`config.mk`:
```
export PLATFORM = sky130hd
export DESIGN_NAME = fetch_unit_flat
export DESIGN_NICKNAME = d
export VERILOG_FILES = /design/src/rtl/fetch_unit_if.sv /design/src/rtl/fetch_unit.sv /design/src/flat_wrapper.sv
export SDC_FILE = /design/constraint.sdc
export NUM_CORES = 1
export LEC_CHECK = 0
export ABC_AREA = 1
export CAP_MARGIN = 10
export CORE_AREA = 2 2 100 102
export CTS_BUF_LIST = sky130_fd_sc_hd__clkbuf_4 sky130_fd_sc_hd__clkbuf_8
export DETAILED_ROUTE_END_ITERATION = 10
export DIE_AREA = 0 0 102 104
export GPL_TIMING_DRIVEN = 1
export HOLD_SLACK_MARGIN = 0.15
export PLACE_DENSITY = 0.69
export SLEW_MARGIN = 10
export SYNTH_ARGS = -nofsm -noshare
export SYNTH_HDL_FRONTEND = slang
export SYNTH_SLANG_ARGS = --single-unit
```
`constraint.sdc`:
```
create_clock -name clk -period 1.3 [get_ports clk]
set_input_delay 0.13 -clock clk [delete_from_list [all_inputs] [get_ports clk]]
set_output_delay 0.13 -clock clk [all_outputs]
set_load 0.005 [all_outputs]
```
`src/rtl/fetch_unit_if.sv`:
```
// Fetch-stage bundle: hazard/redirect controls, instruction-memory port and IF/ID outputs.
interface fetch_unit_if;
    logic        id_stall;
    logic        br_redirect;
    logic [15:0] br_target;
    logic        im_rdy;
    logic [15:0] im_data;
    logic [15:0] im_addr;
    logic        im_rd_en;
    logic [15:0] im_instr_IF;
    logic [15:0] pc_plus1_IF;
    logic        if_bubble;
    logic        halted;
    logic [15:0] fetch_cnt;

    modport master (
        input  id_stall, br_redirect, br_target, im_rdy, im_data,
        output im_addr, im_rd_en, im_instr_IF, pc_plus1_IF, if_bubble, halted, fetch_cnt
    );

    modport slave (
        output id_stall, br_redirect, br_target, im_rdy, im_data,
        input  im_addr, im_rd_en, im_instr_IF, pc_plus1_IF, if_bubble, halted, fetch_cnt
    );
endinterface

```
`src/rtl/fetch_unit.sv`:
```
// Instruction fetch: owns the PC, drives IF/ID combinationally (zero-cycle fetch).
// Stall replays the last output; miss/halt/redirect insert NOP bubbles.
module fetch_unit #(
    parameter logic [15:0] PC_RESET   = 16'h0000,
    parameter logic [15:0] NOP_INSTR  = 16'h0000,
    parameter logic [3:0]  HLT_OPCODE = 4'hF
) (
    input  logic         clk,
    input  logic         rst_n,
    fetch_unit_if.master fif
);
    typedef enum logic [1:0] {RUN, MISS, HALTED} state_t;

    state_t      state_q, state_d;
    logic [15:0] pc_q, pc_d;
    logic [15:0] last_instr_q, last_pp1_q;
    logic [15:0] fetch_cnt_q, fetch_cnt_d;
    logic        halted_q;

    logic [15:0] instr;
    logic [15:0] pp1;
    logic        bubble;
    logic        rd_en;
    logic [15:0] pc_inc;

    assign pc_inc = pc_q + 16'd1;

    always_comb begin
        instr       = NOP_INSTR;
        pp1         = 16'h0000;
        bubble      = 1'b1;
        rd_en       = 1'b0;
        pc_d        = pc_q;
        state_d     = state_q;
        fetch_cnt_d = fetch_cnt_q;
        if (fif.br_redirect) begin
            pc_d    = fif.br_target;
            state_d = RUN;
        end else if (fif.id_stall) begin
            instr  = last_instr_q;
            pp1    = last_pp1_q;
            bubble = 1'b0;
        end else if (state_q == HALTED) begin
            // bubble defaults already apply; only redirect or reset exits
        end else if (!fif.im_rdy) begin
            rd_en   = 1'b1;
            state_d = MISS;
        end else begin
            rd_en  = 1'b1;
            instr  = fif.im_data;
            pp1    = pc_inc;
            bubble = 1'b0;
            if (fetch_cnt_q != 16'hFFFF) begin
                fetch_cnt_d = fetch_cnt_q + 16'd1;
            end
            // HLT is delivered once; PC parks on it so a later redirect is the only way on
            if (fif.im_data[15:12] == HLT_OPCODE) begin
                state_d = HALTED;
            end else begin
                pc_d    = pc_inc;
                state_d = RUN;
            end
        end
    end

    always_ff @(posedge clk or negedge rst_n) begin
        if (!rst_n) begin
            state_q      <= RUN;
            pc_q         <= PC_RESET;
            last_instr_q <= NOP_INSTR;
            last_pp1_q   <= 16'h0000;
            fetch_cnt_q  <= 16'h0000;
            halted_q     <= 1'b0;
        end else begin
            state_q     <= state_d;
            pc_q        <= pc_d;
            fetch_cnt_q <= fetch_cnt_d;
            halted_q    <= (state_d == HALTED);
            // Redirect overrides a concurrent stall, so its bubble is captured too
            if (!fif.id_stall || fif.br_redirect) begin
                last_instr_q <= instr;
                last_pp1_q   <= pp1;
            end
        end
    end

    assign fif.im_addr     = pc_q;
    assign fif.im_rd_en    = rd_en;
    assign fif.im_instr_IF = instr;
    assign fif.pc_plus1_IF = pp1;
    assign fif.if_bubble   = bubble;
    assign fif.halted      = halted_q;
    assign fif.fetch_cnt   = fetch_cnt_q;
endmodule

```
`src/flat_wrapper.sv`:
```
// flat-port wrapper written by rule: the top's interface ports become plain ports
module fetch_unit_flat 
#(
    parameter logic [15:0] PC_RESET   = 16'h0000,
    parameter logic [15:0] NOP_INSTR  = 16'h0000,
    parameter logic [3:0]  HLT_OPCODE = 4'hF
)
  (clk, rst_n, fif_id_stall, fif_br_redirect, fif_br_target, fif_im_rdy, fif_im_data, fif_im_addr, fif_im_rd_en, fif_im_instr_IF, fif_pc_plus1_IF, fif_if_bubble, fif_halted, fif_fetch_cnt);
  fetch_unit_if fif_i ();
  input  logic clk;
  input  logic rst_n;
  input wire logic [$bits(fif_i.id_stall)-1:0] fif_id_stall;
  input wire logic [$bits(fif_i.br_redirect)-1:0] fif_br_redirect;
  input wire logic [$bits(fif_i.br_target)-1:0] fif_br_target;
  input wire logic [$bits(fif_i.im_rdy)-1:0] fif_im_rdy;
  input wire logic [$bits(fif_i.im_data)-1:0] fif_im_data;
  output wire logic [$bits(fif_i.im_addr)-1:0] fif_im_addr;
  output wire logic [$bits(fif_i.im_rd_en)-1:0] fif_im_rd_en;
  output wire logic [$bits(fif_i.im_instr_IF)-1:0] fif_im_instr_IF;
  output wire logic [$bits(fif_i.pc_plus1_IF)-1:0] fif_pc_plus1_IF;
  output wire logic [$bits(fif_i.if_bubble)-1:0] fif_if_bubble;
  output wire logic [$bits(fif_i.halted)-1:0] fif_halted;
  output wire logic [$bits(fif_i.fetch_cnt)-1:0] fif_fetch_cnt;
  assign fif_i.id_stall = fif_id_stall;
  assign fif_i.br_redirect = fif_br_redirect;
  assign fif_i.br_target = fif_br_target;
  assign fif_i.im_rdy = fif_im_rdy;
  assign fif_i.im_data = fif_im_data;
  assign fif_im_addr = fif_i.im_addr;
  assign fif_im_rd_en = fif_i.im_rd_en;
  assign fif_im_instr_IF = fif_i.im_instr_IF;
  assign fif_pc_plus1_IF = fif_i.pc_plus1_IF;
  assign fif_if_bubble = fif_i.if_bubble;
  assign fif_halted = fif_i.halted;
  assign fif_fetch_cnt = fif_i.fetch_cnt;
  fetch_unit #(.PC_RESET(PC_RESET), .NOP_INSTR(NOP_INSTR), .HLT_OPCODE(HLT_OPCODE)) u_core (.clk(clk), .rst_n(rst_n), .fif(fif_i));
endmodule
```
Word-level counts from Yosys, hierarchy flattened
Cells that the tools add are included.
Operators by class
  $add $sub $neg: 2
  equality and inequality tests: 7
  mux-type cells: 25
  bitwise gates (word level): 3
  reduce and logical (&&, ||, !) cells: 5
Operators with widths (count)
  two-way mux 16 bit: 13
  adder 16 x 1 -> 16 bit, second input constant: 2
  != test 16 bit, second input constant: 1
  two-way mux 2 bit: 5
  two-way mux 1 bit: 7
  AND reduction 5 bit: 1
  equality test 2 bit, second input constant: 2
  equality test 4 bit, second input constant: 1
  != test 2 bit, second input constant: 2
  AND reduction 4 bit: 1
  NOT 1 bit: 3
  != test 2 x 1 -> 1 bit, second input constant: 1
  nonzero test 2 bit: 1
  zero test 1 bit: 1
  logical OR 1 bit: 1
Storage, ports and cells
  bits in registers: 67
  input port bits: 37
  output and inout port bits: 67
  logic and storage cells: 48

Depth between registers and ports, before layout
Gate-level depths: netlist (run 1).
  depth in word-level cells: 7
  depth in mapped cells: 9
  mapped depth without buffers: 9

Worst setup path before layout (run 1)
No wires, ideal clock.
  path type: reg-to-output
  start: register u_core.pc_q[0], in the netlist u_core.fif.im_addr[0]
  end: output port fif_pc_plus1_IF[6]
  data arrival time: 1.359 ns
  data required time: 1.170 ns
  setup slack: -0.189 ns
  stages on the path, launching flop included: 7
  path buffers: 0
  path through: dfrtp_1 > ha_1 > nand3_1 > nor2_2 > xor2_1 > nand2_1 > nand2_1
Between the ends
  cells in the longest elaborated chain, start to end: 5
Ends and longest elaborated chain
  from (decl): line fetch_unit.sv:15  | logic [15:0] pc_q, pc_d;
  from (signal assigned): line fetch_unit.sv:76  | pc_q <= pc_d;
  adder 16 x 1 -> 16 bit: line fetch_unit.sv:26  | assign pc_inc = pc_q + 16'd1;
  two-way mux 16 bit: line fetch_unit.sv:45  | end else if (!fif.im_rdy) begin
  two-way mux 16 bit: line fetch_unit.sv:43  | end else if (state_q == HALTED) begin
  two-way mux 16 bit: line fetch_unit.sv:39  | end else if (fif.id_stall) begin
  two-way mux 16 bit: line fetch_unit.sv:36  | if (fif.br_redirect) begin
  to (decl): line flat_wrapper.sv:20  | output wire logic [$bits(fif_i.pc_plus1_IF)-1:0] fif_pc_plus1_IF;
No other way between the ends.

Worst setup path after layout (run 1)
  start: register u_core.pc_q[0], in the netlist u_core.fif.im_addr[0]
  end: register u_core.last_pp1_q[15]
Between the ends
  cells in the longest elaborated chain, start to end: 5
Ends and longest elaborated chain
  adder 16 x 1 -> 16 bit: line fetch_unit.sv:26
  two-way mux 16 bit: line fetch_unit.sv:45
  two-way mux 16 bit: line fetch_unit.sv:43
  two-way mux 16 bit: line fetch_unit.sv:39
  two-way mux 16 bit: line fetch_unit.sv:36
  to (signal assigned): line fetch_unit.sv:82  | last_pp1_q <= pp1;
  to (decl): line fetch_unit.sv:16  | logic [15:0] last_instr_q, last_pp1_q;
No other way between the ends.
A chain may end at the register's enable or synchronous reset.

==> flow_metrics.env, run 1 <==
export IMPL_status="finished, violations left"
export IMPL_violations="setup timing"
export IMPL_holdCritPathClass="in -> reg"
export IMPL_dieArea_sq_mm=0.0106
export IMPL_seqPwrFrac_pct=36.6
export IMPL_synth_top_area_share_pct=45.0
export IMPL_dr_pass1_iters=5
export IMPL_place_congestion=0.870
export IMPL_clkPwrFrac_pct=24.1
export IMPL_hold_viol=0
export IMPL_grt_max_degree=68
export IMPL_synth_compound_area_share_pct=11.5
export IMPL_synth_top_family_by_area="simple AND/OR/NAND/NOR gates"
export IMPL_combPwrFrac_pct=39.3
export IMPL_cts_tree="done"
export IMPL_start_util_pct=39.0
export IMPL_cts_clk_slew_worst_paths_ns=0.09
export IMPL_drt_iter0_drc=327
export IMPL_syn_num_nets=531
export IMPL_rr_worst_depth=14
export IMPL_cts_root_buf="clkbuf_8"
export IMPL_skew_ns=0.0230
export IMPL_fmax_mhz=487
export IMPL_dp_slack_ns=-0.770
export IMPL_clk_latency_ns=0.35
export IMPL_ant_nets=0
export IMPL_maxSlewViolCount=0
export IMPL_whs_path_depth=3
export IMPL_crit_required_ns=1.58
export IMPL_worstPathArrival_ns=2.33
export IMPL_avgSynthCellArea_sq_um=7.57
export IMPL_setup_ws_ns=-0.754
export IMPL_track_usage_pct=27.8
export IMPL_critical_path_startpoint_type="flop"
export IMPL_synth_main_ff_cell="dfrtp_1"
export IMPL_yosys_warnings=0
export IMPL_cap_violations=0
export IMPL_vias=4764
export IMPL_nFillCells=652
export IMPL_slew_headroom_pct=74.5
export IMPL_p_int_mw=4.49
export IMPL_min_period_over_period_pct=158
export IMPL_power_density_mw_per_mm2=930
export IMPL_netlist_instances=492
export IMPL_cts_sinks=67
export IMPL_netSwitchingFraction_pct=33.4
export IMPL_crit_type="reg -> reg"
export IMPL_die_x_um=102
export IMPL_numPortBuffers=103
export IMPL_power_switching_mw=2.25
export IMPL_p_total_mw=6.74
export IMPL_cp_max_fo=4
export IMPL_worst_ir_drop_vdd_uv=697
export IMPL_synth_area_leaders="dfrtp_1 (45%), nand2_1 (21%), a22o_1 (7.1%), nand3_1 (5.2%), inv_1 (3.6%)"
export IMPL_synth_xor_xnor_area_share_pct=2.12
export IMPL_vias_per_cell=5.18
export IMPL_routed_wl_mm=15.8
export IMPL_drive_above_1_share_pct=46.9
export IMPL_finalSetupViolations=99
export IMPL_ys_seq_area_share_pct=45.0
export IMPL_utilization_pct=75.8
export IMPL_num_rows=36
export IMPL_max_slew_worst_pin_slew_ns=0.383
export IMPL_synthArstFlopShare_pct=100
export IMPL_nNetsFinal=821
export IMPL_grt_pass1_wl_mm=23.2
export IMPL_io_pins=104
export IMPL_synth_edff_count=0
export IMPL_core_sq_mm=0.00955
export IMPL_htreeDepth=3
export IMPL_synth_distinct_cells=29
export IMPL_dpl_hpwl_mm=7.90
export IMPL_wl_per_cell_um=17.2
export IMPL_synth_simple_area_share_pct=33.9
export IMPL_num_antenna_cells=0
export IMPL_cts_buffers=9
export IMPL_synth_area_sq_mm=0.00372
export IMPL_grt_overflow=0
export IMPL_yosys_area_top_type="dfrtp_1"
export IMPL_leakage_nw=3.76
export IMPL_muxShareOfSynthArea_pct=0
export IMPL_synthAdderAreaFrac_pct=0.672
export IMPL_timing_final_crit_period_ns=2.05
export IMPL_die_h_um=104
export IMPL_antenna_found_initial=0
export IMPL_synth_seq_cells=67
export IMPL_whs_ns=0.302
export IMPL_grt_pass1_vias=4489
export IMPL_drc=0
export IMPL_critical_path_endpoint_type="flop"
export IMPL_rsz0062_at_grt="yes"
export IMPL_syn_to_final_growth_pct=94.5
export IMPL_cts_max_path_buffers=2
cell families (layout without fill, tap and decap cells):
group / count (synthesis) / in the layout
compound gates: 60 / 61
buf+inv: 56 / 349
simple gates: 298 / 299
xor+xnor: 9 / 9
flops: 67 / 67
fa+ha+maj: 2 / 2
metal layers:
layer	share of wire, %	vias up	routed length, um	track usage (%)
met2	52	247	8170	46.1
li1	-	2184	-	-
met4	3.2	0	514	10.5
met3	6.7	45	1060	3.70
met1	38	2288	6090	36.7
met5	0	-	0	0
power by group through the flow:
| stage | registers, mW | clock network (mW) | logic [mW] |
|---|---|---|---|
| 5_1_grt | 2.48 | 1.77 | 2.84 |
| 2_1_floorplan | 2.55 | 0 | 0.627 |
| 4_1_cts | 2.44 | 1.63 | 2.34 |
| 6_report | 2.46 | 1.63 | 2.65 |
| 3_5_place_dp | 2.46 | 0 | 1.91 |
| 3_3_place_gp | 2.45 | 0 | 1.87 |
Yosys cell counts (6+ instances only):
library cell / instances
nor2_1: 29
nand4_1: 9
nand2_1: 204
dfrtp_1: 67
o21ai_1: 9
a22o_1: 30
nand3_1: 39
o21ai_0: 13
inv_1: 36
buf_2: 7
nor2_2: 6
per-stage QoR:
step	cell area, sq um	TNS [ns]	instances
2_1_floorplan	3780	-0.162	492
4_1_cts	6830	-23.39	894
5_1_grt	7240	-39.31	920
6_report	7240	-34.07	920
3_5_place_dp	5690	-45.07	809
3_3_place_gp	5690	-42.47	809
sequential cells by signal, indices dropped and copies added (netlist names):
signal,cells
u_core.state_q,2
u_core.last_pp1_q,16
u_core.fif.im_addr,16
u_core.last_instr_q,16
u_core.fif.halted,1
u_core.fif.fetch_cnt,16
repair_timing:
action / CTS / global route
setup buffers: 77 / 33
gates cloned: 7 / 0
pin swaps: 47 / 34
gates resized for setup: 342 / 89
endpoints found under the setup margin: 110 / 116
hold endpoints to repair: 67 / 0
hold buffers: 1 / 0
final timing paths:
| check | startpoint | to | slack [ns] |
|---|---|---|---|
| min in group asynchronous | rst_n | u_core.last_pp1_q[8] | 0.31 |
| max in group asynchronous | rst_n | u_core.last_pp1_q[12] | 0.65 |
| max reg2reg | u_core.fif.im_addr[0] | u_core.last_pp1_q[15] | -0.75 |
| min reg2reg | u_core.last_pp1_q[13] | u_core.last_pp1_q[13] | 0.48 |
| min | fif_br_redirect | u_core.state_q[0] | 0.30 |
| max | u_core.fif.im_addr[0] | u_core.last_pp1_q[15] | -0.75 |
cell usage in the layout, fill, tap and decap left out, types with 3 or more instances in the layout:
master	count
nand2_2	34
clkbuf_8	10
a22o_1	30
clkinv_2	3
nand3_1	18
buf_6	78
nand2_1	163
nor2_2	8
buf_12	10
nand3_2	17
clkinvlp_4	3
o21ai_1	12
dlygate4sd2_1	16
nand4_1	9
nand3_4	4
clkdlybuf4s50_1	32
o21ai_2	5
nor2_1	19
dfrtp_1	63
nand2_4	9
buf_2	32
buf_16	3
o21ai_0	5
dfrtp_2	4
xnor2_1	3
clkbuf_2	7
buf_4	102
inv_1	32
clkdlybuf4s15_1	6
nor2_4	12
inv_2	5
cell type report:
type | count | area [sq um] | area share [%]
flip-flops and latches | 67 | 1680 | 23.2
repair inverters | 1 | 7.51 | 0.104
multi-input cells | 371 | 2320 | 32.0
repair buffers | 291 | 2720 | 37.6
clock buffers | 11 | 145 | 2.00
well taps | 133 | 166 | 2.30
clock inverters | 5 | 30.0 | 0.415
inverters | 41 | 169 | 2.33
critical path, cell delays in order (launching register included):
cell      delay, ns
dfrtp_2        0.42
buf_4          0.14
buf_4          0.12
inv_4          0.04
nor2_4         0.11
nand2_4        0.08
o21bai_4       0.16
nand3_4        0.09
buf_6          0.13
buf_4          0.12
buf_4          0.12
buf_4          0.12
buf_4          0.12
buf_4          0.13
nand2_2        0.06
No activity file was read; power rests on OpenSTA's default activity.
==> run 2: changes to the inputs <==
--- a/config.mk
+++ b/config.mk
@@ -6,14 +6,16 @@
 export NUM_CORES = 1
 export LEC_CHECK = 0
 export ABC_AREA = 1
+export ABC_CLOCK_PERIOD_IN_PS = 1300
 export CAP_MARGIN = 10
 export CORE_AREA = 2 2 100 102
 export CTS_BUF_LIST = sky130_fd_sc_hd__clkbuf_4 sky130_fd_sc_hd__clkbuf_8
 export DETAILED_ROUTE_END_ITERATION = 10
 export DIE_AREA = 0 0 102 104
+export DONT_BUFFER_PORTS = 1
 export GPL_TIMING_DRIVEN = 1
 export HOLD_SLACK_MARGIN = 0.15
-export PLACE_DENSITY = 0.69
+export PLACE_DENSITY = 0.54
 export SLEW_MARGIN = 10
 export SYNTH_ARGS = -nofsm -noshare
 export SYNTH_HDL_FRONTEND = slang
==> flow_metrics.env, run 2 (synthesis gave the netlist of run 1 again) <==
export IMPL_status="finished, violations left"
export IMPL_violations="hold timing, setup timing"
export IMPL_rsz0062_at_grt="yes"
export IMPL_r2r_slack_ns=-0.36
export IMPL_dr_pass1_iters=4
export IMPL_drc=0
export IMPL_rr_startpoint="u_core.state_q[1]"
export IMPL_cts_buffers=9
export IMPL_max_slew_worst_pin_slew_ns=0.359
export IMPL_crit_type="reg -> out"
export IMPL_core_sq_mm=0.00955
export IMPL_slew_headroom_pct=76.1
export IMPL_cts_max_path_buffers=2
export IMPL_die_x_um=102
export IMPL_drive_above_1_share_pct=40.4
export IMPL_power_density_mw_per_mm2=1010
export IMPL_grt_max_degree=68
export IMPL_p_total_mw=6.29
export IMPL_critical_path_endpoint_type="output port"
export IMPL_finalSetupViolations=74
export IMPL_hold_viol=67
export IMPL_startpoint="u_core.fif.im_addr[0]"
export IMPL_cp_max_fo=5
export IMPL_timing_final_crit_period_ns=1.75
export IMPL_num_rows=36
export IMPL_die_h_um=104
export IMPL_vias=3944
export IMPL_final_common_cell="nand2_1"
export IMPL_cts_clk_slew_worst_paths_ns=0.07
export IMPL_critical_path_startpoint_type="flop"
export IMPL_cts_root_buf="clkbuf_8"
export IMPL_grt_pass1_wl_mm=19.0
export IMPL_utilization_pct=65.5
export IMPL_min_period_over_period_pct=134
export IMPL_num_antenna_cells=0
export IMPL_worstPathArrival_ns=1.62
export IMPL_maxSlewViolCount=0
export IMPL_worst_ir_drop_vdd_uv=551
export IMPL_cap_violations=0
export IMPL_final_cell_mix="nand2_1 (149), buf_4 (86), dfrtp_1 (65), dlygate4sd3_1 (45), nand2_2 (38)"
export IMPL_fmax_mhz=572
export IMPL_cts_sinks=67
export IMPL_whs_ns=-0.529
export IMPL_holdCritPathClass="in -> async"
export IMPL_place_congestion=0.841
export IMPL_routed_wl_mm=12.7
export IMPL_setup_ws_ns=-0.448
export IMPL_syn_to_final_growth_pct=67.9
export IMPL_numPortBuffers=0
export IMPL_dieArea_sq_mm=0.0106
export IMPL_crit_required_ns=1.17
export IMPL_start_util_pct=39.0
export IMPL_grt_overflow=0
export IMPL_dpl_hpwl_mm=7.34
export IMPL_io_pins=104
export IMPL_wl_per_cell_um=16.0
export IMPL_leakage_nw=3.15
export IMPL_track_usage_pct=22.7
export IMPL_drt_iter0_drc=254
export IMPL_htreeDepth=3
export IMPL_vias_per_cell=4.98
export IMPL_skew_ns=0.00865
export IMPL_clk_latency_ns=0.35
export IMPL_cts_tree="done"
export IMPL_nFillCells=769
export IMPL_nNetsFinal=693
export IMPL_ant_nets=0
export IMPL_grt_pass1_vias=3853
export IMPL_antenna_found_initial=0
[run 2: cell count changes in the layout (fill, tap and decap cells not counted), moves of 14 or more]
cell,delta
nand2_1,-14
buf_4,-16
clkdlybuf4s50_1,-32
buf_6,-59
buf_2,-32
dlygate4sd2_1,-16
dlygate4sd3_1,+44
[run 2: metal layers]
layer / GRT usage (%) / up-vias / wire, um
met1: 29.5 / 1892 / 5400
li1: - / 1920 / -
met5: 0 / - / 0
met2: 36.0 / 114 / 6260
met3: 7.06 / 18 / 763
met4: 7.24 / 0 / 238
[run 2: critical path, cell delays in order, from the launching register on]
cell and delay, ns:
dfrtp_2 0.43, ha_4 0.16, nand3_4 0.10, buf_4 0.18, xnor2_4 0.19, a22o_1 0.22
[run 2: final timing paths]
check | to | cells past startpoint
worst max-delay path | fif_pc_plus1_IF[4] | 5
worst max register to register | u_core.fif.im_addr[6] | 12
worst min-delay path | u_core.fif.im_addr[1] | 0
min in group clk | u_core.state_q[1] | 4
worst min register to register | u_core.last_pp1_q[12] | 2
max in group asynchronous | u_core.last_instr_q[6] | 0
[run 2: per-stage QoR]
step | instance area, sq um | hold slack [ns] | setup WS, ns | TNS [ns] | cells
final | 6250 | -0.529 | -0.448 | -18.31 | 792
after CTS | 5750 | -0.541 | -0.438 | -13.08 | 768
after global placement | 4460 | -0.163 | -0.149 | -3.18 | 683
after floorplan | 3780 | -0.166 | -0.0185 | -0.162 | 492
after detailed placement | 4460 | -0.164 | -0.201 | -4.46 | 683
after global routing | 6250 | -0.558 | -0.559 | -24.58 | 792
[run 2: layout make-up]
type                            count  area (sq um)  area share, %
Multi-Input combinational cell    371          2440           39.0
Sequential cell                    67          1680           26.9
Timing Repair Buffer              163          1590           25.4
Clock buffer                       14           168           2.68
Inverter                           41           166           2.66
Tap cell                          133           166           2.66
Clock inverter                      2          35.0          0.560
Timing Repair inverter              1          8.76          0.140
[run 2: what timing repair did]
item | in CTS | in global routing
pin swaps | 42 | 40
setup endpoints to repair | 71 | 94
gates resized for setup | 102 | 89
buffers inserted | 20 | 28
endpoints found under the hold margin | 109 | 68
cloned | 5 | 2
hold buffers | 46 | 1
[run 2: power breakdown]
part           switching (mW)  internal [mW]  leakage (nW)
sequential              0.162           2.28         0.875
combinational           0.992           1.00          2.17
clock                   0.827           1.02         0.108
total                    1.98           4.31          3.15
